$ cat src/rtl/button_debounce.sv
// Push-button conditioner: 2-flop synchroniser, debounce FSM, level plus press/release/long pulses.
// Optional build macro AUTO_REPEAT_EN: btn_press auto-repeats every REPEAT_CNT cycles after a long hold.
module button_debounce #(
    parameter int DEBOUNCE_CNT = 500000,
    parameter int LONG_CNT     = 25000000,
    parameter int REPEAT_CNT   = 5000000
) (
    input  logic clk_g,
    input  logic rst,
    input  logic btn_raw,
    output logic btn_level,
    output logic btn_press,
    output logic btn_release,
    output logic btn_long
);

    localparam int DW = $clog2(DEBOUNCE_CNT);
    localparam int HW = $clog2(LONG_CNT);
    localparam logic [DW-1:0] DEB_MAX = DW'(DEBOUNCE_CNT - 1);
    localparam logic [DW-1:0] DEB_ONE = DW'(1);
    localparam logic [HW-1:0] HOLD_MAX = HW'(LONG_CNT - 1);
    localparam logic [HW-1:0] HOLD_ONE = HW'(1);
`ifdef AUTO_REPEAT_EN
    localparam int RW = $clog2(REPEAT_CNT);
    localparam logic [RW-1:0] REP_MAX = RW'(REPEAT_CNT - 1);
    localparam logic [RW-1:0] REP_ONE = RW'(1);
`endif

    typedef enum logic [1:0] {
        IDLE         = 2'd0,
        PRESS_WAIT   = 2'd1,
        HELD         = 2'd2,
        RELEASE_WAIT = 2'd3
    } state_e;

    state_e        state_q, state_d;
    logic          sync1_q, btn_s;
    logic [DW-1:0] deb_cnt_q, deb_cnt_d;
    logic [HW-1:0] hold_cnt_q, hold_cnt_d;
    logic          long_flag_q, long_flag_d;
    logic          level_q, level_d;
    logic          press_q, press_d;
    logic          release_q, release_d;
    logic          long_q, long_d;
`ifdef AUTO_REPEAT_EN
    logic [RW-1:0] rep_cnt_q, rep_cnt_d;
`endif

    // Synchroniser chain; btn_s is the only view of the button used below.
    always_ff @(posedge clk_g or negedge rst) begin
        if (!rst) begin
            sync1_q <= 1'b0;
            btn_s   <= 1'b0;
        end else begin
            sync1_q <= btn_raw;
            btn_s   <= sync1_q;
        end
    end

    // Next-state and pulse decode for the debounce FSM.
    always_comb begin
        state_d     = state_q;
        deb_cnt_d   = deb_cnt_q;
        hold_cnt_d  = hold_cnt_q;
        long_flag_d = long_flag_q;
        level_d     = level_q;
        press_d     = 1'b0;
        release_d   = 1'b0;
        long_d      = 1'b0;
`ifdef AUTO_REPEAT_EN
        rep_cnt_d   = rep_cnt_q;
`endif
        case (state_q)
            IDLE: begin
                level_d = 1'b0;
                if (btn_s) begin
                    state_d   = PRESS_WAIT;
                    deb_cnt_d = '0;
                end else begin
                    state_d = IDLE;
                end
            end
            PRESS_WAIT: begin
                if (!btn_s) begin
                    state_d = IDLE;
                end else if (deb_cnt_q == DEB_MAX) begin
                    state_d     = HELD;
                    press_d     = 1'b1;
                    level_d     = 1'b1;
                    hold_cnt_d  = '0;
                    long_flag_d = 1'b0;
`ifdef AUTO_REPEAT_EN
                    rep_cnt_d   = '0;
`endif
                end else begin
                    deb_cnt_d = deb_cnt_q + DEB_ONE;
                end
            end
            HELD: begin
                if (!btn_s) begin
                    state_d   = RELEASE_WAIT;
                    deb_cnt_d = '0;
                end else begin
                    if (hold_cnt_q != HOLD_MAX) begin
                        hold_cnt_d = hold_cnt_q + HOLD_ONE;
                    end else begin
                        hold_cnt_d = hold_cnt_q;
                    end
                    if ((hold_cnt_q == HOLD_MAX) && !long_flag_q) begin
                        long_d      = 1'b1;
                        long_flag_d = 1'b1;
`ifdef AUTO_REPEAT_EN
                        press_d     = 1'b1;
                        rep_cnt_d   = '0;
                    end else if (long_flag_q) begin
                        // Repeat period restarts on every pulse, including the one paired with btn_long.
                        if (rep_cnt_q == REP_MAX) begin
                            press_d   = 1'b1;
                            rep_cnt_d = '0;
                        end else begin
                            rep_cnt_d = rep_cnt_q + REP_ONE;
                        end
`endif
                    end else begin
                        long_flag_d = long_flag_q;
                    end
                end
            end
            RELEASE_WAIT: begin
                // hold_cnt and long_flag are intentionally untouched so a bounce cannot re-arm btn_long.
                if (btn_s) begin
                    state_d   = HELD;
                    deb_cnt_d = '0;
                end else if (deb_cnt_q == DEB_MAX) begin
                    state_d   = IDLE;
                    level_d   = 1'b0;
                    release_d = 1'b1;
                end else begin
                    deb_cnt_d = deb_cnt_q + DEB_ONE;
                end
            end
            default: begin
                state_d = IDLE;
                level_d = 1'b0;
            end
        endcase
    end

    // FSM state, counters and registered outputs.
    always_ff @(posedge clk_g or negedge rst) begin
        if (!rst) begin
            state_q     <= IDLE;
            deb_cnt_q   <= '0;
            hold_cnt_q  <= '0;
            long_flag_q <= 1'b0;
            level_q     <= 1'b0;
            press_q     <= 1'b0;
            release_q   <= 1'b0;
            long_q      <= 1'b0;
`ifdef AUTO_REPEAT_EN
            rep_cnt_q   <= '0;
`endif
        end else begin
            state_q     <= state_d;
            deb_cnt_q   <= deb_cnt_d;
            hold_cnt_q  <= hold_cnt_d;
            long_flag_q <= long_flag_d;
            level_q     <= level_d;
            press_q     <= press_d;
            release_q   <= release_d;
            long_q      <= long_d;
`ifdef AUTO_REPEAT_EN
            rep_cnt_q   <= rep_cnt_d;
`endif
        end
    end

    assign btn_level   = level_q;
    assign btn_press   = press_q;
    assign btn_release = release_q;
    assign btn_long    = long_q;

endmodule

$ cat config.mk
export PLATFORM = sky130hd
export DESIGN_NAME = button_debounce
export DESIGN_NICKNAME = d
export VERILOG_FILES = /design/src/rtl/button_debounce.sv
export SDC_FILE = /design/constraint.sdc
export NUM_CORES = 1
export LEC_CHECK = 0
export BUFFER_PORTS_ARGS = -buffer_cell sky130_fd_sc_hd__buf_4
export CORE_MARGIN = 4
export CORE_UTILIZATION = 40
export CTS_CLUSTER_SIZE = 8
export DETAILED_ROUTE_END_ITERATION = 10
export PLACE_DENSITY_LB_ADDON = 0.1
export SYNTH_ARGS = -nofsm -noshare
export SYNTH_HDL_FRONTEND = slang
export SYNTH_SLANG_ARGS = --single-unit
$ cat constraint.sdc
create_clock -name clk_g -period 4.6 [get_ports clk_g]
set_clock_uncertainty 0.05 [all_clocks]
set_input_delay 0 -clock clk_g [delete_from_list [all_inputs] [get_ports clk_g]]
set_output_delay 0 -clock clk_g [all_outputs]
set_load 0.05 [all_outputs]
After elaboration in Yosys (flattened, before gate mapping):

Index checks and enable logic that the tools add are counted.

* register bits: 53
* logic and storage cells: 74
* output and inout bits: 4

* equality and inequality tests: 17
* multiplexer cells: 35
* $add $sub $neg: 2
* reductions and logical operators: 10

Operators with widths (count)
* two-way mux 25 bit: 4
* two-way mux 19 bit: 5
* one-hot mux 19 bit (4 select lines): 1
* one-hot mux 25 bit (2 select lines): 1
* adder 25 x 1 -> 25 bit, second input constant: 1
* == test 25 bit, second input constant: 1
* inequality test 25 bit, second input constant: 1
* adder 19 x 1 -> 19 bit, second input constant: 1
* == test 19 bit, second input constant: 1
* inequality test 2 bit, second input constant: 9
* two-way mux 1 bit: 16
* AND reduction 5 bit: 3
* two-way mux 2 bit: 5
* one-hot mux 2 bit (4 select lines): 1
* inequality test 3 bit, second input constant: 2
* AND reduction 3 bit: 2
* == test 2 bit, second input constant: 2
* one-hot mux 1 bit (3 select lines): 1
* nonzero test 3 bit: 1
* == test 2 x 1 -> 1 bit, second input constant: 1
* zero test 2 bit: 1
* one-hot mux 1 bit (2 select lines): 1
* nonzero test 2 bit: 1
* logical AND 1 bit: 1
* zero test 1 bit: 1

Depth between registers and ports, before layout:

Gate-level depths: netlist of run 1.

* depth after elaboration: 5
* mapped depth: 8
* depth with buffers taken out: 6

Worst setup path before layout of run 1:

No wires, ideal clock.

* path kind: register to register
* start: register deb_cnt_q[0]
* end: register hold_cnt_q[7]
* stages on the path, launching flop included: 8
* setup slack: 2.710 ns
* arrival time: 1.721 ns
* period minus slack after synthesis: 1.890 ns
* cells stage by stage: dfrtp_1 ha_1 nand4_2 nor4_4 nand2b_2 nor3_4 buf_4 nor2_1

* cells in the longest elaborated chain, start to end: 3

RTL lines
* start, declared: RTL line 38 `logic [DW-1:0] deb_cnt_q, deb_cnt_d;`
* start signal, assigned: RTL line 165 `deb_cnt_q <= deb_cnt_d;`
* == test 19 bit: RTL line 86 `end else if (deb_cnt_q == DEB_MAX) begin`
* inequality test 2 bit (no source line)
* AND reduction 5 bit (no source line)
* end signal, assigned: RTL line 166 `hold_cnt_q <= hold_cnt_d;`
* end, declared: RTL line 39 `logic [HW-1:0] hold_cnt_q, hold_cnt_d;`

No other way between the ends.
A chain may end at the register's enable or synchronous reset.

==> impl_metrics.env, run 1 <==
export IMPL_largest_family_of_logic_cells_by_synthesized_area="simple AND/OR/NAND/NOR gates"
export IMPL_worst_slew_pin_slew_ns=0.740
export IMPL_drive_gt1_frac=0.0784
export IMPL_syn_cell_area_um2=2890
export IMPL_final_antenna_net_count=0
export IMPL_arrival_ns=2.40
export IMPL_dr_first_iter_drc_count=103
export IMPL_post_cts_resized_instances=0
export IMPL_routedWlPerCell_um=15.3
export IMPL_first_pass_grt_wire_length_um=10600
export IMPL_most_used_standard_cells_in_the_synthesized_netlist="53 x sky130_fd_sc_hd__dfrtp_1, 27 x sky130_fd_sc_hd__nor2_1, 26 x sky130_fd_sc_hd__nand2_1"
export IMPL_grt_pass1_vias=2149
export IMPL_final_max_slew_viol_count=0
export IMPL_globalRouteOverflowTotal=0
export IMPL_critPathCaptureType="flip-flop"
export IMPL_growth_of_design_area_from_synthesis_to_finish_pct=8.98
export IMPL_netlist_area_leader_share=0.460
export IMPL_routed_wirelength_um=6150
export IMPL_avgSynthCellArea_um2=9.52
export IMPL_final_instance_count_excl_fillers=402
export IMPL_worst_reg_to_reg_path_cell_count=5
export IMPL_seq_area_frac_synth=0.460
export IMPL_antenna_cells=0
export IMPL_port_buffers=6
export IMPL_synthesis_instances=303
export IMPL_post_synth_mux_area_share=0.0178
export IMPL_worstPathMaxFanout=22
export IMPL_cap_viol_max_count=0
export IMPL_power_w=0.000884
export IMPL_design_final_nets=310
export IMPL_synth_largest_area_cell="sky130_fd_sc_hd__dfrtp_1"
export IMPL_top_level_ports=7
export IMPL_insertion_delay_ns=0.31
export IMPL_finalCriticalPeriod_ns=2.24
export IMPL_via_count=2302
export IMPL_hold_path_class="primary input to async pin"
export IMPL_die_x_um=92.9
export IMPL_synthFlopType="sky130_fd_sc_hd__dfrtp_1"
export IMPL_r2r_end="deb_cnt_q[5]$_DFFE_PN0P_"
export IMPL_final_period_utilization=0.488
export IMPL_synth_compound_area_share=0.132
export IMPL_floorplan_rows=30
export IMPL_whs_ns=0.204
export IMPL_worst_ir_drop_vdd_mv=0.147
export IMPL_finalSetupViolations=0
export IMPL_synth_nets=308
export IMPL_edff_count_synth=0
export IMPL_cts_clk_slew_worst_paths_ns=0.10
export IMPL_yosys_area_share_simple=0.299
export IMPL_tritoncts="built"
export IMPL_preCtsSetupSlack_ns=2.35
export IMPL_unrepaired_setup_endpoints_after_global_routing="false"
export IMPL_grt_start_max_net_pins=54
export IMPL_clock_buffers_created_by_tritoncts=5
export IMPL_yosys_register_bits=53
export IMPL_clk_root_buffer_cell="sky130_fd_sc_hd__clkbuf_8"
export IMPL_grtUsageTotal=0.152
export IMPL_max_clock_freq_mhz=446
export IMPL_post_synth_fa_ha_maj_area_fraction=0.00867
export IMPL_synth_yosys_warnings=0
export IMPL_netlist_top_cells_area="sky130_fd_sc_hd__dfrtp_1 46%, sky130_fd_sc_hd__xor2_1 4.2%, sky130_fd_sc_hd__nand4_1 3.9%"
export IMPL_synth_xor_area_frac=0.0516
export IMPL_initial_utilization=0.418
export IMPL_worstSetupPathType="flip-flop to flip-flop"
export IMPL_post_route_worst_setup_slack_ns=2.36
export IMPL_number_of_antenna_violations_at_the_first_check_in_global_routing=0
export IMPL_synth_most_common_cell="sky130_fd_sc_hd__dfrtp_1"
export IMPL_place_inst=392
export IMPL_drc=0
export IMPL_cellLeakagePower_nw=1.38
export IMPL_timing_final_hold_violations=0
export IMPL_ff2ff_setup_slack_ns=2.36
export IMPL_tritoncts_num_sinks=53
export IMPL_die_h_um=92.9
export IMPL_core_um2=6910
export IMPL_synth_async_reset_ratio=1.00
export IMPL_fin_setup_tns_ns=0
export IMPL_cellPowerDensity_nw_per_um2=281
export IMPL_routed_via_density=5.73
export IMPL_data_required_time_at_the_worst_endpoint_ns=4.76
export IMPL_status="finished, final reports clean"
export IMPL_netlist_cell_type_count=54
export IMPL_cts_max_level=2
export IMPL_cts_root_to_sink_buffers=2
export IMPL_drt_pass1_iterations=4
export IMPL_slew_limit_headroom=0.506
export IMPL_globalplace_congestion=0.778
export IMPL_cp_start_kind="flip-flop"
export IMPL_die_area_um2=8640
export IMPL_post_dp_hpwl_um=4160
## routing by layer
layer  global-route usage  wire [um]
met5                    0          0
met2                0.211       2590
met1                0.230       3170
met3               0.0357        311
met4               0.0476         80
## critical path, cell delays in order (launching register included)
cell and delay [ns]:
sky130_fd_sc_hd__dfrtp_1 0.55, sky130_fd_sc_hd__xor2_1 0.23, sky130_fd_sc_hd__nand2_1 0.47, sky130_fd_sc_hd__or4_1 0.63, sky130_fd_sc_hd__a2bb2oi_1 0.14, sky130_fd_sc_hd__o31ai_1 0.07
## registers in the layout, indices dropped and copies added, names as in the netlist, named ones only
signal	count
hold_cnt_q	25
deb_cnt_q	19
btn_level	1
btn_long	1
btn_press	1
btn_release	1
btn_s	1
long_flag_q	1
state_q	1
sync1_q	1
## through the flow
| step | util | cell area (um^2) |
|---|---|---|
| floorplan | - | 2890 |
| global placement | 0.433 | 2990 |
| detailed placement | 0.433 | 2990 |
| CTS | 0.455 | 3140 |
| global route | 0.455 | 3140 |
| finish | 0.455 | 3140 |
## logic make-up after synthesis
group / count (synthesis)
adder cells (fa/ha/maj): 2
flip-flops: 53
buffers and inverters: 20
XOR/XNOR: 17
AND/OR/NAND/NOR: 148
AO/OA/AOI/OAI: 58
multiplexers: 5
## where the power goes
| part | total (W) | leakage (nW) | internal (W) | switching (W) |
|---|---|---|---|---|
| clock network | 0.000377 | 0.0681 | 0.000216 | 0.000160 |
| registers | 0.000475 | 0.731 | 0.000470 | 0.00000552 |
| logic | 0.0000321 | 0.581 | 0.0000100 | 0.0000221 |
## repair_timing
item	CTS	global route
hold buffers	2	0
endpoints found under the hold margin	54	0
buffers inserted	0	0
## worst max-delay path by stage
stage | to | slack [ns] | depth (start not counted)
2_1_floorplan | hold_cnt_q[7]$_DFFE_PN0P_ | 2.71 | 7
3_3_place_gp | hold_cnt_q[15]$_DFFE_PN0P_ | 2.43 | 6
3_5_place_dp | hold_cnt_q[3]$_DFFE_PN0P_ | 2.35 | 6
4_1_cts | hold_cnt_q[21]$_DFFE_PN0P_ | 2.35 | 6
5_1_grt | hold_cnt_q[12]$_DFFE_PN0P_ | 2.14 | 6
6_report | deb_cnt_q[5]$_DFFE_PN0P_ | 2.36 | 5
## layout make-up
type	instances	area [um^2]
clock buffer	5	68.8
tap	96	120
multi-input combinational	230	1470
clock inverter	3	65.1
sequential	53	1330
inverter	6	22.5
fill	694	3760
timing repair buffer	9	72.6
## cells in the final DEF, fill, tap and decap left out, types with 3 or more instances in the layout
cell | netlist | final
sky130_fd_sc_hd__and2_1 | 6 | 6
sky130_fd_sc_hd__and4_1 | 5 | 5
sky130_fd_sc_hd__nand3_1 | 18 | 18
sky130_fd_sc_hd__inv_1 | 6 | 6
sky130_fd_sc_hd__a21o_1 | 3 | 3
sky130_fd_sc_hd__o21ai_0 | 19 | 19
sky130_fd_sc_hd__mux2i_1 | 4 | 4
sky130_fd_sc_hd__xnor2_1 | 3 | 3
sky130_fd_sc_hd__o31ai_1 | 6 | 6
sky130_fd_sc_hd__or3_1 | 3 | 3
sky130_fd_sc_hd__o211ai_1 | 5 | 5
sky130_fd_sc_hd__a21oi_1 | 6 | 6
sky130_fd_sc_hd__nor4b_1 | 7 | 7
sky130_fd_sc_hd__nand2_1 | 26 | 26
sky130_fd_sc_hd__dfrtp_1 | 53 | 53
sky130_fd_sc_hd__xor2_1 | 14 | 14
sky130_fd_sc_hd__clkbuf_8 | 0 | 5
sky130_fd_sc_hd__nor2_1 | 27 | 27
sky130_fd_sc_hd__nand4_1 | 18 | 18
sky130_fd_sc_hd__and3_1 | 12 | 12
sky130_fd_sc_hd__buf_4 | 1 | 7
sky130_fd_sc_hd__nor3_1 | 7 | 7
No activity file was read; power rests on OpenSTA's default activity.
==> run 2, diff against run 1 <==
Settings changed: ABC_AREA set to 1.
Clock period 4.6 ns to 2 ns, I/O delays scaled along.
==> impl_metrics.env, run 2 <==
export IMPL_status="finished, final reports clean"
export IMPL_synth_nets=559
export IMPL_layout_common_cells="212 x sky130_fd_sc_hd__nand2_1, 106 x sky130_fd_sc_hd__nor2_1, 53 x sky130_fd_sc_hd__dfrtp_1"
export IMPL_core_um2=8720
export IMPL_grt_start_max_net_pins=54
export IMPL_post_cts_resized_instances=0
export IMPL_drive_gt1_frac=0.116
export IMPL_power_switching_fraction=0.242
export IMPL_drt_pass1_iterations=5
export IMPL_clock_share_of_power=0.357
export IMPL_design_final_nets=590
export IMPL_logic_gate_share_of_total_power=0.061
export IMPL_netlist_top_cells_area="sky130_fd_sc_hd__dfrtp_1 37%, sky130_fd_sc_hd__nand2_1 22%, sky130_fd_sc_hd__nor2_1 11%"
export IMPL_arrival_ns=2.01
export IMPL_finalSetupViolations=0
export IMPL_edff_count_synth=0
export IMPL_via_count=3524
export IMPL_data_required_time_at_the_worst_endpoint_ns=2.19
export IMPL_cellPowerDensity_nw_per_um2=470
export IMPL_routed_wirelength_um=9310
export IMPL_yosys_register_bits=53
export IMPL_netlist_area_leader_share=0.369
export IMPL_antenna_cells=0
export IMPL_cp_start_kind="flip-flop"
export IMPL_cts_max_level=2
export IMPL_worstSetupPathType="flip-flop to flip-flop"
export IMPL_max_clock_freq_mhz=549
export IMPL_hold_path_class="primary input to async pin"
export IMPL_die_h_um=103
export IMPL_cellLeakagePower_nw=1.79
export IMPL_timing_final_hold_violations=0
export IMPL_routed_wl_met2_um=3690
export IMPL_post_dp_hpwl_um=6990
export IMPL_dr_first_iter_drc_count=227
export IMPL_synth_largest_area_cell="sky130_fd_sc_hd__dfrtp_1"
export IMPL_growth_of_design_area_from_synthesis_to_finish_pct=12.0
export IMPL_drc=0
export IMPL_preCtsSetupSlack_ns=0.121
export IMPL_worst_slew_pin_slew_ns=0.693
export IMPL_grtUsageTotal=0.189
export IMPL_avgSynthCellArea_um2=6.48
export IMPL_tritoncts="built"
export IMPL_final_antenna_net_count=0
export IMPL_cap_viol_max_count=0
export IMPL_port_buffers=6
export IMPL_synthesis_instances=554
export IMPL_finish_instance_area_um2=4020
export IMPL_post_route_worst_setup_slack_ns=0.179
export IMPL_highest_layer="met4"
export IMPL_unrepaired_setup_endpoints_after_global_routing="false"
export IMPL_worstPathMaxFanout=25
export IMPL_insertion_delay_ns=0.30
export IMPL_number_of_antenna_violations_at_the_first_check_in_global_routing=0
export IMPL_worst_ir_drop_vdd_mv=0.276
export IMPL_netlist_cell_type_count=31
export IMPL_fill_cells=904
export IMPL_whs_ns=0.227
export IMPL_grt_pass1_vias=3073
export IMPL_max_flop_register="hold_cnt_q"
export IMPL_cts_clk_slew_worst_paths_ns=0.10
export IMPL_critPathCaptureType="flip-flop"
export IMPL_largest_register_ffs=25
export IMPL_detailed_place_area_um2=3880
export IMPL_clk_root_buffer_cell="sky130_fd_sc_hd__clkbuf_8"
export IMPL_largest_registers="hold_cnt_q: 25 flops, deb_cnt_q: 19 flops"
export IMPL_die_area_um2=10600
export IMPL_die_x_um=103
export IMPL_routed_via_density=5.08
export IMPL_globalRouteOverflowTotal=0
export IMPL_initial_utilization=0.412
export IMPL_seq_power_share=0.582
export IMPL_final_max_slew_viol_count=0
export IMPL_routed_length_on_met1_um=5030
export IMPL_fin_setup_tns_ns=0
export IMPL_syn_cell_area_um2=3590
export IMPL_routedWlPerCell_um=13.4
export IMPL_synth_most_common_cell="sky130_fd_sc_hd__nand2_1"
export IMPL_first_pass_grt_wire_length_um=15800
export IMPL_synthFlopType="sky130_fd_sc_hd__dfrtp_1"
export IMPL_tritoncts_num_sinks=53
export IMPL_fin_util=0.461
export IMPL_synth_async_reset_ratio=1.00
export IMPL_globalplace_congestion=0.911
export IMPL_synth_yosys_warnings=0
export IMPL_finalCriticalPeriod_ns=1.82
export IMPL_floorplan_rows=34
export IMPL_clock_buffers_created_by_tritoncts=5
export IMPL_power_switching_w=0.000457
export IMPL_final_period_utilization=0.910
export IMPL_most_used_standard_cells_in_the_synthesized_netlist="212 x sky130_fd_sc_hd__nand2_1, 106 x sky130_fd_sc_hd__nor2_1, 53 x sky130_fd_sc_hd__dfrtp_1"
export IMPL_seq_area_frac_synth=0.369
export IMPL_layout_cells_most_common="sky130_fd_sc_hd__nand2_1"
export IMPL_cts_root_to_sink_buffers=2
export IMPL_internal_portion_of_total_power_w=0.00143
export IMPL_slew_limit_headroom=0.538
export IMPL_met3_routed_length_um=536
export IMPL_top_level_ports=7
[run 2: changes by cell type after synthesis, sizes merged, moves of 7 or more]
cell / previous run / this run
nor4b: 7 / 0
nand3: 18 / 36
and3: 12 / 0
inv: 6 / 50
nand2: 26 / 218
nor2: 28 / 115
[run 2: power groups by stage]
stage	Clock [W]	Sequential [W]	Combinational, W
after floorplan	0	0.00112	0.0000591
after global placement	0	0.00112	0.000110
after detailed placement	0	0.00112	0.000113
after CTS	0.000709	0.00110	0.000117
after global routing	0.000747	0.00110	0.000133
final	0.000676	0.00110	0.000115
[run 2: worst paths after layout]
path / from / endpoint / slack (ns) / cells past startpoint
worst max register to register: hold_cnt_q[5]$_DFFE_PN0P_ / hold_cnt_q[0]$_DFFE_PN0P_ / 0.18 / 10
worst min register to register: sync1_q$_DFF_PN0_ / btn_s$_DFF_PN0_ / 0.31 / 0
worst min-delay path: rst / deb_cnt_q[11]$_DFFE_PN0P_ / 0.23 / 2
min in group clk_g: btn_raw / sync1_q$_DFF_PN0_ / 0.29 / 2
max in group asynchronous: rst / hold_cnt_q[14]$_DFFE_PN0P_ / 1.21 / 2
worst max-delay path: hold_cnt_q[5]$_DFFE_PN0P_ / hold_cnt_q[0]$_DFFE_PN0P_ / 0.18 / 10
[run 2: cell type report]
class                      count  area (um^2)  share of cell area
tap                          108          135              0.0336
clock buffer                   7         96.3              0.0240
sequential                    53         1330               0.330
multi-input combinational    441         2010               0.500
inverter                      50          188              0.0467
timing repair buffer          34          260              0.0647
clock inverter                 1         5.00             0.00124
[run 2: critical path, cell delays in order (launching register included)]
cell                      delay, ns
sky130_fd_sc_hd__dfrtp_1       0.43
sky130_fd_sc_hd__nand2_1       0.13
sky130_fd_sc_hd__nor2_2        0.16
sky130_fd_sc_hd__nand2_2       0.10
sky130_fd_sc_hd__nor2_2        0.14
sky130_fd_sc_hd__nand2_1       0.10
sky130_fd_sc_hd__nand2_2       0.12
sky130_fd_sc_hd__nand2_4       0.09
sky130_fd_sc_hd__nand2_4       0.24
sky130_fd_sc_hd__nor2_1        0.08
sky130_fd_sc_hd__nor2_1        0.09
[run 2: kinds of logic after synthesis]
family / after synthesis / synth area share
flip-flops: 53 / 0.369
AND/OR/NAND/NOR: 394 / 0.466
XOR/XNOR: 16 / 0.0390
AO/OA/AOI/OAI: 29 / 0.0488
adder cells (fa/ha/maj): 2 / 0.00697
buffers and inverters: 60 / 0.0704
[run 2: timing repair]
item	CTS	global route
endpoints found under the hold margin	54	0
hold buffers	2	0
setup buffers	0	3
setup endpoints to repair	0	18
[run 2: through the flow]
stage               total power, W  instances
floorplan                  0.00118        554
detailed placement         0.00123        681
CTS                        0.00193        691
finish                     0.00189        694
global route               0.00198        694
global placement           0.00123        681
[run 2: routing by layer]
metal,track usage,up-vias
li1,-,1808
met1,0.319,1605
met2,0.256,106
met3,0.0237,5
met4,0.0299,0
met5,0,-
==> run 3, diff against run 2 <==
Settings changed: CELL_PAD_IN_SITES_DETAIL_PLACEMENT set to 1, CELL_PAD_IN_SITES_GLOBAL_PLACEMENT set to 2, CORE_UTILIZATION 40 to 32.
==> impl_metrics.env, run 3 (synthesis gave the netlist of run 2 again) <==
export IMPL_cts_clk_slew_worst_paths_ns=0.11
export IMPL_max_stage_delay_ns=0.42
export IMPL_routed_via_density=4.80
export IMPL_max_clock_freq_mhz=560
export IMPL_final_period_utilization=0.893
export IMPL_status="finished, final reports clean"
export IMPL_power_switching_fraction=0.267
export IMPL_worstPathMaxFanout=25
export IMPL_cts_max_level=2
export IMPL_first_pass_grt_wire_length_um=18900
export IMPL_path_cells="nand2_1 -> nor2_2 -> nand2_2 -> nor2_2 -> nand2_1 -> nand2_2 -> nand2_4 -> nand2_8 -> nand2_1 -> nand2_1"
export IMPL_final_antenna_net_count=0
export IMPL_clock_share_of_power=0.359
export IMPL_hold_path_class="primary input to async pin"
export IMPL_antenna_cells=0
export IMPL_logic_gate_share_of_total_power=0.063
export IMPL_largest_registers="hold_cnt_q: 25 flops, deb_cnt_q: 19 flops"
export IMPL_seq_power_share=0.577
export IMPL_floorplan_rows=38
export IMPL_worst_ir_drop_vdd_mv=0.270
export IMPL_register_cell_area_after_layout_um2=1330
export IMPL_die_area_um2=13000
export IMPL_arrival_ns=2.00
export IMPL_routedWlPerCell_um=15.3
export IMPL_data_required_time_at_the_worst_endpoint_ns=2.22
export IMPL_internal_portion_of_total_power_w=0.00140
export IMPL_ff2ff_setup_slack_ns=0.21
export IMPL_via_count=3497
export IMPL_clock_buffers_created_by_tritoncts=5
export IMPL_worst_slew_pin_slew_ns=0.732
export IMPL_globalplace_congestion=0.878
export IMPL_dr_first_iter_drc_count=110
export IMPL_grt_pass1_vias=3615
export IMPL_port_buffers=6
export IMPL_unrepaired_setup_endpoints_after_global_routing="false"
export IMPL_tritoncts_num_sinks=53
export IMPL_whs_ns=0.220
export IMPL_cp_start_kind="flip-flop"
export IMPL_detailed_place_area_um2=3960
export IMPL_design_final_nets=594
export IMPL_finish_instance_area_um2=4110
export IMPL_cpLargestDelayFamily="simple AND/OR/NAND/NOR gates"
export IMPL_fill_cells=1431
export IMPL_insertion_delay_ns=0.33
export IMPL_core_um2=10900
export IMPL_worst_path_buf_inv=0
export IMPL_growth_of_design_area_from_synthesis_to_finish_pct=14.4
export IMPL_drc=0
export IMPL_final_max_slew_viol_count=0
export IMPL_finalSetupViolations=0
export IMPL_grt_start_max_net_pins=54
export IMPL_initial_utilization=0.330
export IMPL_number_of_antenna_violations_at_the_first_check_in_global_routing=0
export IMPL_multiInputGateArea_um2=2020
export IMPL_power_w=0.00191
export IMPL_cellPowerDensity_nw_per_um2=464
export IMPL_finalCriticalPeriod_ns=1.79
export IMPL_cap_viol_max_count=0
export IMPL_slew_limit_headroom=0.512
export IMPL_power_switching_w=0.000508
export IMPL_grtUsageTotal=0.185
export IMPL_post_dp_hpwl_um=8620
export IMPL_die_x_um=114
export IMPL_layout_common_cells="211 x sky130_fd_sc_hd__nand2_1, 106 x sky130_fd_sc_hd__nor2_1, 51 x sky130_fd_sc_hd__dfrtp_1"
export IMPL_cpMaxStageDelayCell="sky130_fd_sc_hd__dfrtp_2"
export IMPL_drive_gt1_frac=0.126
export IMPL_critPathCaptureType="flip-flop"
export IMPL_max_flop_register="hold_cnt_q"
export IMPL_cellLeakagePower_nw=1.80
export IMPL_worstSetupPathType="flip-flop to flip-flop"
export IMPL_die_h_um=114
export IMPL_globalRouteOverflowTotal=0
export IMPL_place_inst=718
export IMPL_largest_register_ffs=25
export IMPL_top_level_ports=7
export IMPL_routed_wirelength_um=11200
export IMPL_clk_root_buffer_cell="sky130_fd_sc_hd__clkbuf_8"
export IMPL_layout_cells_most_common="sky130_fd_sc_hd__nand2_1"
export IMPL_final_instance_count_excl_fillers=729
export IMPL_timing_final_hold_violations=0
export IMPL_cts_root_to_sink_buffers=2
export IMPL_tritoncts="built"
export IMPL_crit_path_frequent_cell="sky130_fd_sc_hd__nand2_1"
export IMPL_drt_pass1_iterations=4
## run 3: cell count changes in the layout (fill, tap and decap cells not counted), sizes merged
cell      change
buf           +4
clkinv        -1
clkinvlp      +1
clkbuf        -1
## run 3: power groups by stage
stage                     Combinational [W]  Sequential (W)  Clock, W
after CTS                          0.000123         0.00110  0.000729
final                              0.000121         0.00110  0.000684
after global routing               0.000139         0.00110  0.000759
after global placement             0.000118         0.00112         0
after detailed placement           0.000120         0.00112         0
after floorplan                   0.0000591         0.00112         0
## run 3: stage by stage
step	setup slack, ns	util	setup TNS, ns
2_1_floorplan	0.338	-	0
3_3_place_gp	0.0508	0.363	0
3_5_place_dp	-0.0279	0.363	-0.0387
4_1_cts	0.0267	0.375	0
5_1_grt	0.00502	0.377	0
6_report	0.214	0.377	0
## run 3: what timing repair did
action,CTS,global route
setup endpoints to repair,6,28
hold buffers,2,0
resized for setup,0,4
pin swaps,1,0
endpoints found under the hold margin,54,0
buffers inserted,1,1
## run 3: worst paths after layout
kind | from | to | cells after the start
max in group asynchronous | rst | hold_cnt_q[5]$_DFFE_PN0P_ | 2
min | rst | hold_cnt_q[4]$_DFFE_PN0P_ | 2
max reg2reg | hold_cnt_q[4]$_DFFE_PN0P_ | hold_cnt_q[9]$_DFFE_PN0P_ | 10
min reg2reg | sync1_q$_DFF_PN0_ | btn_s$_DFF_PN0_ | 0
max | hold_cnt_q[4]$_DFFE_PN0P_ | hold_cnt_q[9]$_DFFE_PN0P_ | 10
min in group clk_g | btn_raw | sync1_q$_DFF_PN0_ | 2
## run 3: worst reg2reg max path, delay by kind of cell (launching register included)
family | cells | cell delay (ns)
AND/OR/NAND/NOR | 10 | 1.25
flip-flops | 1 | 0.42
## run 3: layer usage
| metal | part of all wire | wire, um | GRT usage | vias to the layer above |
|---|---|---|---|---|
| li1 | - | - | - | 1806 |
| met1 | 0.44 | 4910 | 0.222 | 1648 |
| met2 | 0.52 | 5820 | 0.335 | 32 |
| met3 | 0.022 | 249 | 0.0361 | 11 |
| met4 | 0.016 | 175 | 0.0515 | 0 |
| met5 | 0 | 0 | 0 | - |
## run 3: area by class of cell
class                   count  share of cell area
clock buffers               6              0.0201
inverters                  50              0.0457
flip-flops and latches     53               0.323
repair buffers             38              0.0737
well taps                 140              0.0426
multi-input cells         441               0.493
clock inverters             1             0.00183
